**src/rtl/seg_shift_rx.sv**
```systemverilog
// Loopback receiver for the seven-segment shift chain: oversamples seg_clk/seg_sout/SEG_PEN/seg_clrn
// and rebuilds each committed frame with length and overrun checking. Optional SEG_SHIFT_RX_FILTER_EN adds a 3-sample glitch filter.
module seg_shift_rx #(
  parameter int FRAME_BITS  = 64,
  parameter int SYNC_STAGES = 2
) (
  input  logic                  clk,
  input  logic                  RSTN,
  input  logic                  seg_clk,
  input  logic                  seg_sout,
  input  logic                  SEG_PEN,
  input  logic                  seg_clrn,
  input  logic                  frame_ack,
  input  logic                  err_clr,
  output logic [FRAME_BITS-1:0] frame,
  output logic                  frame_valid,
  output logic [6:0]            bit_cnt,
  output logic                  err_len,
  output logic                  overrun,
  output logic                  busy
);

  localparam logic [6:0] CNT_FULL = 7'(FRAME_BITS);
  localparam logic [6:0] CNT_SAT  = 7'(FRAME_BITS + 1);

  typedef enum logic [0:0] {
    ST_IDLE  = 1'b0,
    ST_SHIFT = 1'b1
  } state_t;

  // Bit order in each synchronizer word: {clrn, pen, sout, clk}
  logic [3:0] sync_q [SYNC_STAGES];
  logic [3:0] sync_out;

  always_ff @(posedge clk or negedge RSTN) begin
    if (!RSTN) begin
      for (int i = 0; i < SYNC_STAGES; i++) sync_q[i] <= '0;
    end else begin
      sync_q[0] <= {seg_clrn, SEG_PEN, seg_sout, seg_clk};
      for (int i = 1; i < SYNC_STAGES; i++) sync_q[i] <= sync_q[i-1];
    end
  end

  assign sync_out = sync_q[SYNC_STAGES-1];

  logic clk_rise;
  logic pen_rise;
  logic sout_s;
  logic clrn_s;

  assign clrn_s = sync_out[3];

`ifdef SEG_SHIFT_RX_FILTER_EN
  // A level is accepted only once three consecutive samples agree; sout is delayed to stay aligned with clk.
  logic [1:0] clk_win_q;
  logic [1:0] pen_win_q;
  logic [1:0] sout_dly_q;
  logic       clk_filt_q;
  logic       pen_filt_q;
  logic       clk_filt_d;
  logic       pen_filt_d;

  always_comb begin
    clk_filt_d = clk_filt_q;
    pen_filt_d = pen_filt_q;
    if (&{sync_out[0], clk_win_q})       clk_filt_d = 1'b1;
    else if (~|{sync_out[0], clk_win_q}) clk_filt_d = 1'b0;
    if (&{sync_out[2], pen_win_q})       pen_filt_d = 1'b1;
    else if (~|{sync_out[2], pen_win_q}) pen_filt_d = 1'b0;
  end

  always_ff @(posedge clk or negedge RSTN) begin
    if (!RSTN) begin
      clk_win_q  <= '0;
      pen_win_q  <= '0;
      sout_dly_q <= '0;
      clk_filt_q <= 1'b0;
      pen_filt_q <= 1'b0;
    end else begin
      clk_win_q  <= {clk_win_q[0], sync_out[0]};
      pen_win_q  <= {pen_win_q[0], sync_out[2]};
      sout_dly_q <= {sout_dly_q[0], sync_out[1]};
      clk_filt_q <= clk_filt_d;
      pen_filt_q <= pen_filt_d;
    end
  end

  assign clk_rise = clk_filt_d & ~clk_filt_q;
  assign pen_rise = pen_filt_d & ~pen_filt_q;
  assign sout_s   = sout_dly_q[1];
`else
  logic clk_hist_q;
  logic pen_hist_q;

  always_ff @(posedge clk or negedge RSTN) begin
    if (!RSTN) begin
      clk_hist_q <= 1'b0;
      pen_hist_q <= 1'b0;
    end else begin
      clk_hist_q <= sync_out[0];
      pen_hist_q <= sync_out[2];
    end
  end

  assign clk_rise = sync_out[0] & ~clk_hist_q;
  assign pen_rise = sync_out[2] & ~pen_hist_q;
  assign sout_s   = sync_out[1];
`endif

  state_t                state_q, state_d;
  logic [FRAME_BITS-1:0] shreg_q, shreg_d;
  logic [FRAME_BITS-1:0] frame_q, frame_d;
  logic [6:0]            cnt_q, cnt_d;
  logic                  valid_q, valid_d;
  logic                  err_q, err_d;
  logic                  ovr_q, ovr_d;

  logic [FRAME_BITS-1:0] commit_shreg;
  logic [6:0]            commit_cnt;

  always_comb begin
    state_d      = state_q;
    shreg_d      = shreg_q;
    cnt_d        = cnt_q;
    frame_d      = frame_q;
    valid_d      = valid_q & ~frame_ack;
    err_d        = err_q & ~err_clr;
    ovr_d        = ovr_q & ~err_clr;
    commit_shreg = shreg_q;
    commit_cnt   = cnt_q;

    if (!clrn_s) begin
      state_d = ST_IDLE;
      shreg_d = '0;
      cnt_d   = '0;
    end else begin
      // A shift in the commit cycle is applied first so the commit sees that bit.
      if (clk_rise) begin
        commit_shreg = {shreg_q[FRAME_BITS-2:0], sout_s};
        commit_cnt   = (cnt_q == CNT_SAT) ? CNT_SAT : cnt_q + 7'd1;
        shreg_d      = commit_shreg;
        cnt_d        = commit_cnt;
      end

      case (state_q)
        ST_IDLE:  if (clk_rise) state_d = ST_SHIFT;
        ST_SHIFT: state_d = ST_SHIFT;
        default:  state_d = ST_IDLE;
      endcase

      if (pen_rise) begin
        state_d = ST_IDLE;
        cnt_d   = '0;
        if (commit_cnt == CNT_FULL) begin
          frame_d = commit_shreg;
          valid_d = 1'b1;
          if (valid_q && !frame_ack) ovr_d = 1'b1;
        end else begin
          err_d = 1'b1;
        end
      end
    end
  end

  always_ff @(posedge clk or negedge RSTN) begin
    if (!RSTN) begin
      state_q <= ST_IDLE;
      shreg_q <= '0;
      cnt_q   <= '0;
      frame_q <= '0;
      valid_q <= 1'b0;
      err_q   <= 1'b0;
      ovr_q   <= 1'b0;
    end else begin
      state_q <= state_d;
      shreg_q <= shreg_d;
      cnt_q   <= cnt_d;
      frame_q <= frame_d;
      valid_q <= valid_d;
      err_q   <= err_d;
      ovr_q   <= ovr_d;
    end
  end

  // busy is a straight decode of the one-bit state register, so it doubles as the FSM state view.
  assign frame       = frame_q;
  assign frame_valid = valid_q;
  assign bit_cnt     = cnt_q;
  assign err_len     = err_q;
  assign overrun     = ovr_q;
  assign busy        = (state_q == ST_SHIFT);

endmodule

```
**config.mk**
```make
export PLATFORM = sky130hd
export DESIGN_NAME = seg_shift_rx
export DESIGN_NICKNAME = d
export VERILOG_FILES = /design/src/rtl/seg_shift_rx.sv
export SDC_FILE = /design/constraint.sdc
export NUM_CORES = 1
export LEC_CHECK = 0
export ABC_AREA = 1
export CAP_MARGIN = 25
export CORE_ASPECT_RATIO = 1.4
export CORE_MARGIN = 2
export CORE_UTILIZATION = 41
export CTS_CLUSTER_DIAMETER = 40
export DETAILED_ROUTE_END_ITERATION = 6
export GPL_ROUTABILITY_DRIVEN = 1
export HOLD_SLACK_MARGIN = 0.12
export MAX_ROUTING_LAYER = met4
export PLACE_DENSITY_LB_ADDON = 0.05
export RECOVER_POWER = 25
export SLEW_MARGIN = 20
export SYNTH_ARGS = -nofsm -noshare
export SYNTH_HDL_FRONTEND = slang
export SYNTH_SLANG_ARGS = --single-unit
```
**constraint.sdc**
```tcl
create_clock -name clk -period 5.65 [get_ports clk]
set_clock_uncertainty 0.05 [all_clocks]
set_input_delay 0.565 -clock clk [delete_from_list [all_inputs] [get_ports clk]]
set_output_delay 0.565 -clock clk [all_outputs]
set_load 0.02 [all_outputs]
```
# Word-level counts from Yosys, hierarchy flattened
# Index checks and enable logic that the tools add are counted.
[word_totals]
regBits = 149
in_bits = 8
output_inout_bits = 75
wordCells = 48
[classes]
add_sub_neg = 1
n_eq_ne = 2
muxes = 21
bitwise_logic = 10
reduce_logical = 3
[ops]
columns = ["operator", "n"]
rows = [
  ["$mux 64", 2],
  ["$mux 7", 5],
  ["$eq 7x7->1 const B", 2],
  ["$mux 1", 13],
  ["$add 7x1->7 const B", 1],
  ["$and 1x1->1", 5],
  ["$not 1->1", 5],
  ["$reduce_and 3->1", 1],
  ["$pmux 1 s2", 1],
  ["$logic_and 1x1->1", 1],
  ["$logic_not 1->1", 1],
]

# Longest topological paths before layout
# Gate-level depths: netlist of the first run.
[logic_depth]
depth_word = 8
mapped_depth = 15
depth_no_buf = 13

# Least setup slack after synthesis of the first run
# Ideal clock, no wire load.
[synth_path]
path_type = "reg-to-reg"
from = "register cnt_q[0] (netlist: bit_cnt[0])"
to = "register frame_q[14] (netlist: frame[14])"
setup_time_ns = 0.117
arrival_ns = 1.755
t_required_ns = 5.483
setup_slack_ns = 3.728
path_stages_with_launch = 14
path_buffers = 2
period_less_slack_ns = 1.922
path_cell_list = "dfrtp_1 -> ha_1 -> nand3_1 -> nand2_1 -> nand2_1 -> nor2_1 -> nor2_1 -> nand2_1 -> inv_2 -> nand3_1 -> buf_4 -> buf_6 -> nand2_1 -> nand2_1"
[synth_between]
elab_chain_len = 6
elab_cells_between_ends = 7
classes_between = "add/sub (1); eq/ne (2); mux (3); reduce/logical (1)"
[synth_lines]
columns = ["item", "line_no", "source"]
rows = [
  ["from (decl)", "113", "logic [6:0] cnt_q, cnt_d;"],
  ["from (signal assigned)", "177", "cnt_q <= cnt_d;"],
  ["$add 7x1->7 / $eq 7x7->1 (equally long branches)", "140", "commit_cnt = (cnt_q == CNT_SAT) ? CNT_SAT : cnt_q + 7'd1;"],
  ["$mux 7", "140", ""],
  ["$mux 7 (*)", "138", "if (clk_rise) begin"],
  ["$mux 7 (*)", "132", "if (!clrn_s) begin"],
  ["$eq 7x7->1 (*)", "154", "if (commit_cnt == CNT_FULL) begin"],
  ["$reduce_and 3->1 (no line) (*)", "--", ""],
  ["to (signal assigned)", "178", "frame_q <= frame_d;"],
  ["to (decl)", "112", "logic [FRAME_BITS-1:0] frame_q, frame_d;"],
]
# Every way passes the cells marked *; elsewhere a longest branch is shown, timed or not. The select of a mux whose other input is x is not followed.
# A chain may end at the register's enable or synchronous reset.

==> impl_metrics.ini, run 1 <==
[setup_path]
reg2regPathDepth = 10
critPathMaxFanout = 101
r2r_setup_slack_ns = 2.98
slowest_stage = clkbuf_2
critPathLaunchType = primary input
worstPathArrival_ns = 3.17
crit_family = buffers and inverters
max_stage_delay_ns = 1.75
required_ns = 6.09
path_cells = clkbuf_2 > buf_4
critPathBufInv = 2
r2r_start = sync_out[0]
cp.depth = 2
cp-end-kind = asynchronous set/reset pin
path_class = in2async
rr_endpoint = frame_valid

[detailed_routing]
wire_per_inst_um = 12.5
via_per_inst = 4.65
drtPass1Iterations = 6
route.antenna.remaining_nets = 0
initialDrtViolationCount = 296
drc_errors = 0
vias = 5040
totalWireLength_um = 13500

[sta]
slew_headroom_pct = -68.0
tns_ns = 0
setup_viol = 0
rsz0062_at_grt = false
tightest_slew_ns = 2.52
hold_viol = 0
min_period_over_period_pct = 48.2
min_period_ns = 2.72
drv_slew = 102
fmax_mhz = 367
hold_slack_ns = 0.303

[synthesis]
synth_warnings = 0
syn_area_sq_um = 6560
ys_ff_latch = 149
yosysUniqueCellTypes = 19
synth.net_count = 826
synth.avg_cell_area_sq_um = 8.04
yosysSeqAreaShare_pct = 56.8
synthCells = 816

[layout]
final_layout_size_suffix_gt1_share_pct = 5.29
n_antenna_cell = 0
area_delta_synth_final_pct = 22.8
fill_cells = 1493
nNetsFinal = 888

[clocking]
path_clk_slew_ns = 0.06
cts.sinks = 149
post-cts-setup-buffer-count = 0
numCtsBuffers = 17
cts_tree = built
clk_path_buf_depth = 2
clk_latency_ns = 0.42
cts.repair.resized = 0
cts_root_buffer = clkbuf_16
cts_hold_buffers = 0
h-tree-depth = 4

[floorplan]
initial_core_util_pct = 42.0
fp.dieH_um = 154
die_w_um = 111
rows = 54
ios = 83
core_area_sq_um = 15600
dieArea_sq_um = 17000

[global_routing]
grt_pass1_wl_um = 23600
grt_start_max_net_pins = 102
grt_overflow = 0
grt_pass1_vias = 4934
globalRouteTotalUtil_pct = 17.5
antenna_found_initial = 0

[min_path]
min_from = sync_q[7]
hold_end = sync_out[3]
hold_path.class = reg2reg
hold_path_depth = 0

[run_status]
outcome = complete, but fails checks
violations = capacitance limit, slew limit

[power_and_ir_drop]
peakVddDrop_uv = 173
p_leak_nw = 3.80
p_per_area_nw_per_um2 = 292

[placement]
dp_hpwl_um = 8150
portBuffers = 82
place_congestion = 0.881

[flow_run]
cap_violations = 1
[kinds of logic (layout without fill, tap and decap cells)]
kind of cell	count (synthesis)	count (layout)	synth area share [%]
buf+inv	190	263	12.4
simple gates	407	407	25.2
flops	149	149	56.8
compound gates	68	68	5.19
fa+ha+maj	2	2	0.381
[area by class of cell]
type / count / area [sq um] / area share, %
Sequential cell: 149 / 3730 / 46.3
Multi-Input combinational cell: 477 / 2040 / 25.4
Timing Repair Buffer: 88 / 881 / 10.9
Inverter: 145 / 544 / 6.76
Clock buffer: 20 / 457 / 5.67
Tap cell: 196 / 245 / 3.04
Clock inverter: 10 / 155 / 1.93
[power breakdown]
part	internal, W	total [W]	switching, W
clock network	0.000754	0.00117	0.000420
logic	0.0000215	0.0000943	0.0000728
registers	0.00108	0.00108	0.00000610
[routing by layer]
layer / vias up / share of wire (%) / GRT usage, %
met3: 15 / 3.2 / 3.67
met4: 0 / 1.6 / 7.50
met5: - / 0 / -
met2: 93 / 49 / 28.7
li1: 2576 / - / -
met1: 2356 / 46 / 21.1
[stage by stage]
step / setup WS [ns] / instance area [sq um] / cells / util (%) / power [W]
after global placement: 2.65 / 7420 / 1054 / 47.6 / 0.00120
after floorplan: 3.73 / 6560 / 816 / - / 0.00115
after global routing: 2.39 / 8060 / 1085 / 51.6 / 0.00245
after CTS: 2.95 / 8060 / 1085 / 51.7 / 0.00239
final: 2.93 / 8060 / 1085 / 51.6 / 0.00235
after detailed placement: 2.98 / 7450 / 1055 / 47.7 / 0.00120
[flip-flops by register name, indices dropped and copies added (netlist names)]
name and flops:
sync_out 4, pen_hist_q 1, busy 1, err_len 1, clk_hist_q 1, frame 64, shreg_q 64, overrun 1
sync_q 4, bit_cnt 7, frame_valid 1
[cell usage in the layout (no fill, tap or decap)]
| cell type | Yosys | final |
|---|---|---|
| nand2_1 | 233 | 232 |
| dfrtp_1 | 149 | 149 |
| inv_1 | 142 | 141 |
| nor2_1 | 86 | 85 |
| nand3_1 | 78 | 77 |
| clkdlybuf4s50_1 | 0 | 77 |
| o21ai_0 | 66 | 66 |
| clkbuf_16 | 0 | 17 |
| nand4_1 | 5 | 5 |
| buf_4 | 1 | 5 |
| inv_2 | 3 | 4 |
| clkinv_2 | 0 | 4 |
| bufinv_16 | 0 | 4 |
| dlygate4sd3_1 | 0 | 4 |
| nor2_4 | 1 | 3 |
| ha_1 | 2 | 2 |
| clkinvlp_4 | 0 | 2 |
| clkbuf_8 | 0 | 2 |
| nand2_4 | 0 | 1 |
| nor2_2 | 2 | 1 |
| nor3_1 | 1 | 1 |
| a21oi_1 | 1 | 1 |
| or2_2 | 1 | 1 |
| nand3_2 | 0 | 1 |
| o21ai_1 | 1 | 1 |
| clkbuf_1 | 24 | 1 |
| clkbuf_2 | 0 | 1 |
| buf_16 | 0 | 1 |
[worst max-delay path by stage]
stage | start | to | slack (ns)
floorplan | bit_cnt[0] | frame[14] | 3.73
global placement | sync_out[0] | frame[38] | 2.65
detailed placement | clk_hist_q | frame[38] | 2.98
CTS | clk_hist_q | frame[38] | 2.95
global route | RSTN | bit_cnt[0] | 2.39
finish | RSTN | bit_cnt[0] | 2.93
[cells in the mapped netlist]
cell type,number,area [sq um]
buf_6,11,124
dfrtp_1,149,3730
nand3_1,78,390
ha_1,2,25.0
nor2_4,1,11.3
o21ai_0,66,330
clkbuf_1,24,90.1
nor2_1,86,323
nor3_1,1,5.00
inv_2,3,11.3
o21ai_1,1,5.00
a21oi_1,1,5.00
nor2_2,2,12.5
inv_1,142,533
buf_4,1,7.51
or2_2,1,6.26
nand4_1,5,31.3
nand2_1,233,875
buf_2,9,45.0
Note: power is estimated with default switching activity, not from simulation.
==> run 2, diff against run 1 <==
- clock period: 5.65 -> 2.3 ns (I/O delays scaled with it)
==> run 2 against run 1 <==
The run now ends clean. Sequential power grew 150%. Worst setup slack worse by 2.7 ns. Non-clock buffer count up 7. Sequential cell count unchanged. Critical path depth grew 10. Cell count up 0.83%. Global-route usage rose by 0.11 points. First-iteration DRC count rose by 8.1%. Via count increased by 0.65%. Register-to-register slack lost 2.8 ns. Die area is the same. Combinational power rose to 2.7 times the previous value. Largest power group is now sequential cells.
==> impl_metrics.ini, run 2 (same netlist as run 1, synthesis figures left out) <==
[layout]
fill_cells = 1547
stdcell_count = 1094
final_layout_size_suffix_gt1_share_pct = 6.24
layout_commonest_cell = nand2_1
n_antenna_cell = 0
multiInputGateArea_sq_um = 2050
nNetsFinal = 895
area_delta_synth_final_pct = 23.6
layout_common_cells = nand2_1 (232), dfrtp_1 (149), inv_1 (141)
final_area_sq_um = 8110
seq_area_sq_um = 3730

[power_and_ir_drop]
switching_share_pct = 23.7
p_comb_share_pct = 4.5
finalPower_w = 0.00555
seqPwrFrac_pct = 47.9
pwr-share-clk_pct = 47.6
p_leak_nw = 3.81
p_per_area_nw_per_um2 = 684
p_int_w = 0.00423
peakVddDrop_uv = 373
p_switching_w = 0.00131

[sta]
setup_viol = 0
min_period_over_period_pct = 91.2
drv_slew = 0
hold_slack_ns = 0.300
slew_headroom_pct = 23.6
tns_ns = 0
tightest_slew_ns = 1.15
fmax_mhz = 477
hold_viol = 0
min_period_ns = 2.10
rsz0062_at_grt = false

[setup_path]
critPathMaxFanout = 32
required_ns = 2.60
cp-end-kind = flop
critPathLaunchType = flop
max_stage_delay_ns = 0.45
path_class = reg2reg
slowest_stage = dfrtp_1
cp_common_cell = nand2_1
worstPathArrival_ns = 2.40
path_cells = inv_1 > ha_1 > nand2_1 > nor2_1 > nand2_1 > nand3_1 > nor2_1 > nand2_1 > nor2_4 > clkbuf_16 > nand3_1 > nand2_1

[floorplan]
ios = 83
initial_core_util_pct = 42.0
die_w_um = 111
rows = 54
fp.dieH_um = 154
dieArea_sq_um = 17000
core_area_sq_um = 15600

[placement]
place_area_sq_um = 7520
place_congestion = 0.846
dp_hpwl_um = 8720
portBuffers = 82
numPlacedInstances = 1060

[min_path]
hold_path.class = reg2reg

[clocking]
path_clk_slew_ns = 0.07
cts_tree = built
cts.sinks = 149
numCtsBuffers = 17
cts_root_buffer = clkbuf_16
clk_path_buf_depth = 2
clk_latency_ns = 0.41
h-tree-depth = 4

[global_routing]
antenna_found_initial = 0
grt_start_max_net_pins = 128
grt_pass1_wl_um = 24000
grt_pass1_vias = 4915
grt_overflow = 0
globalRouteTotalUtil_pct = 17.6

[run_status]
outcome = finished clean

[detailed_routing]
drtPass1Iterations = 7
drc_errors = 0
initialDrtViolationCount = 320
via_per_inst = 4.64
totalWireLength_um = 14200
vias = 5073
route.antenna.remaining_nets = 0
wire_per_inst_um = 13.0

[flow_run]
cap_violations = 0
-- run 2: cell types whose count changed in the layout (fill, tap and decap cells not counted), sizes merged --
| cell | change |
|---|---|
| inv | +3 |
| bufinv | -3 |
| dlygate4sd3 | +1 |
| buf | +5 |
| clkinvlp | +3 |
-- run 2: final cells by class --
class | instances | area share [%]
Sequential cell | 149 | 46.0
Multi-Input combinational cell | 477 | 25.2
Timing Repair Buffer | 95 | 12.0
Inverter | 145 | 6.71
Clock buffer | 19 | 5.46
Tap cell | 196 | 3.02
Clock inverter | 13 | 1.54
-- run 2: metrics by stage --
stage          setup WS, ns  utilization, %
2_1_floorplan         0.378               -
3_3_place_gp          0.222            48.2
3_5_place_dp          0.185            48.2
4_1_cts               0.152            51.9
5_1_grt              0.0159            51.9
6_report              0.202            51.9
-- run 2: worst paths after layout --
path / from / to / slack, ns / depth (start not counted)
max: bit_cnt[1] / frame[32] / 0.20 / 12
min reg2reg: sync_q[4] / sync_out[0] / 0.30 / 0
min in group asynchronous: RSTN / bit_cnt[4] / 0.50 / 2
max in group asynchronous: RSTN / frame[30] / 0.57 / 3
min: sync_q[4] / sync_out[0] / 0.30 / 0
max reg2reg: bit_cnt[1] / frame[32] / 0.20 / 12
-- run 2: critical path, delay by kind of cell (launching register included) --
family	cells	cell delay, ns
fa+ha+maj	1	0.19
flops	1	0.45
buf+inv	2	0.34
simple gates	9	1.00
-- run 2: what timing repair did --
| item | in CTS | in global routing |
|---|---|---|
| buffers inserted | 0 | 0 |
| hold buffers | 1 | 0 |
| gates resized for setup | 0 | 1 |
| endpoints found under the setup margin | 0 | 47 |
| hold endpoints to repair | 52 | 0 |
-- run 2: power by group through the flow --
stage | Combinational [W] | Sequential (W) | Clock [W]
CTS | 0.000258 | 0.00266 | 0.00272
detailed placement | 0.000256 | 0.00270 | 0
global route | 0.000285 | 0.00266 | 0.00284
floorplan | 0.000119 | 0.00271 | 0
global placement | 0.000255 | 0.00270 | 0
finish | 0.000251 | 0.00266 | 0.00264
-- run 2: routing by layer --
metal  global-route usage, %  part of all wire [%]  wire [um]  up-vias
li1                        -                     -          -     2591
met3                    3.94                   3.9        553        4
met2                    30.0                    51       7190      102
met5                       -                     0          0        -
met4                    4.52                  0.39         55        0
met1                    21.4                    45       6420     2376
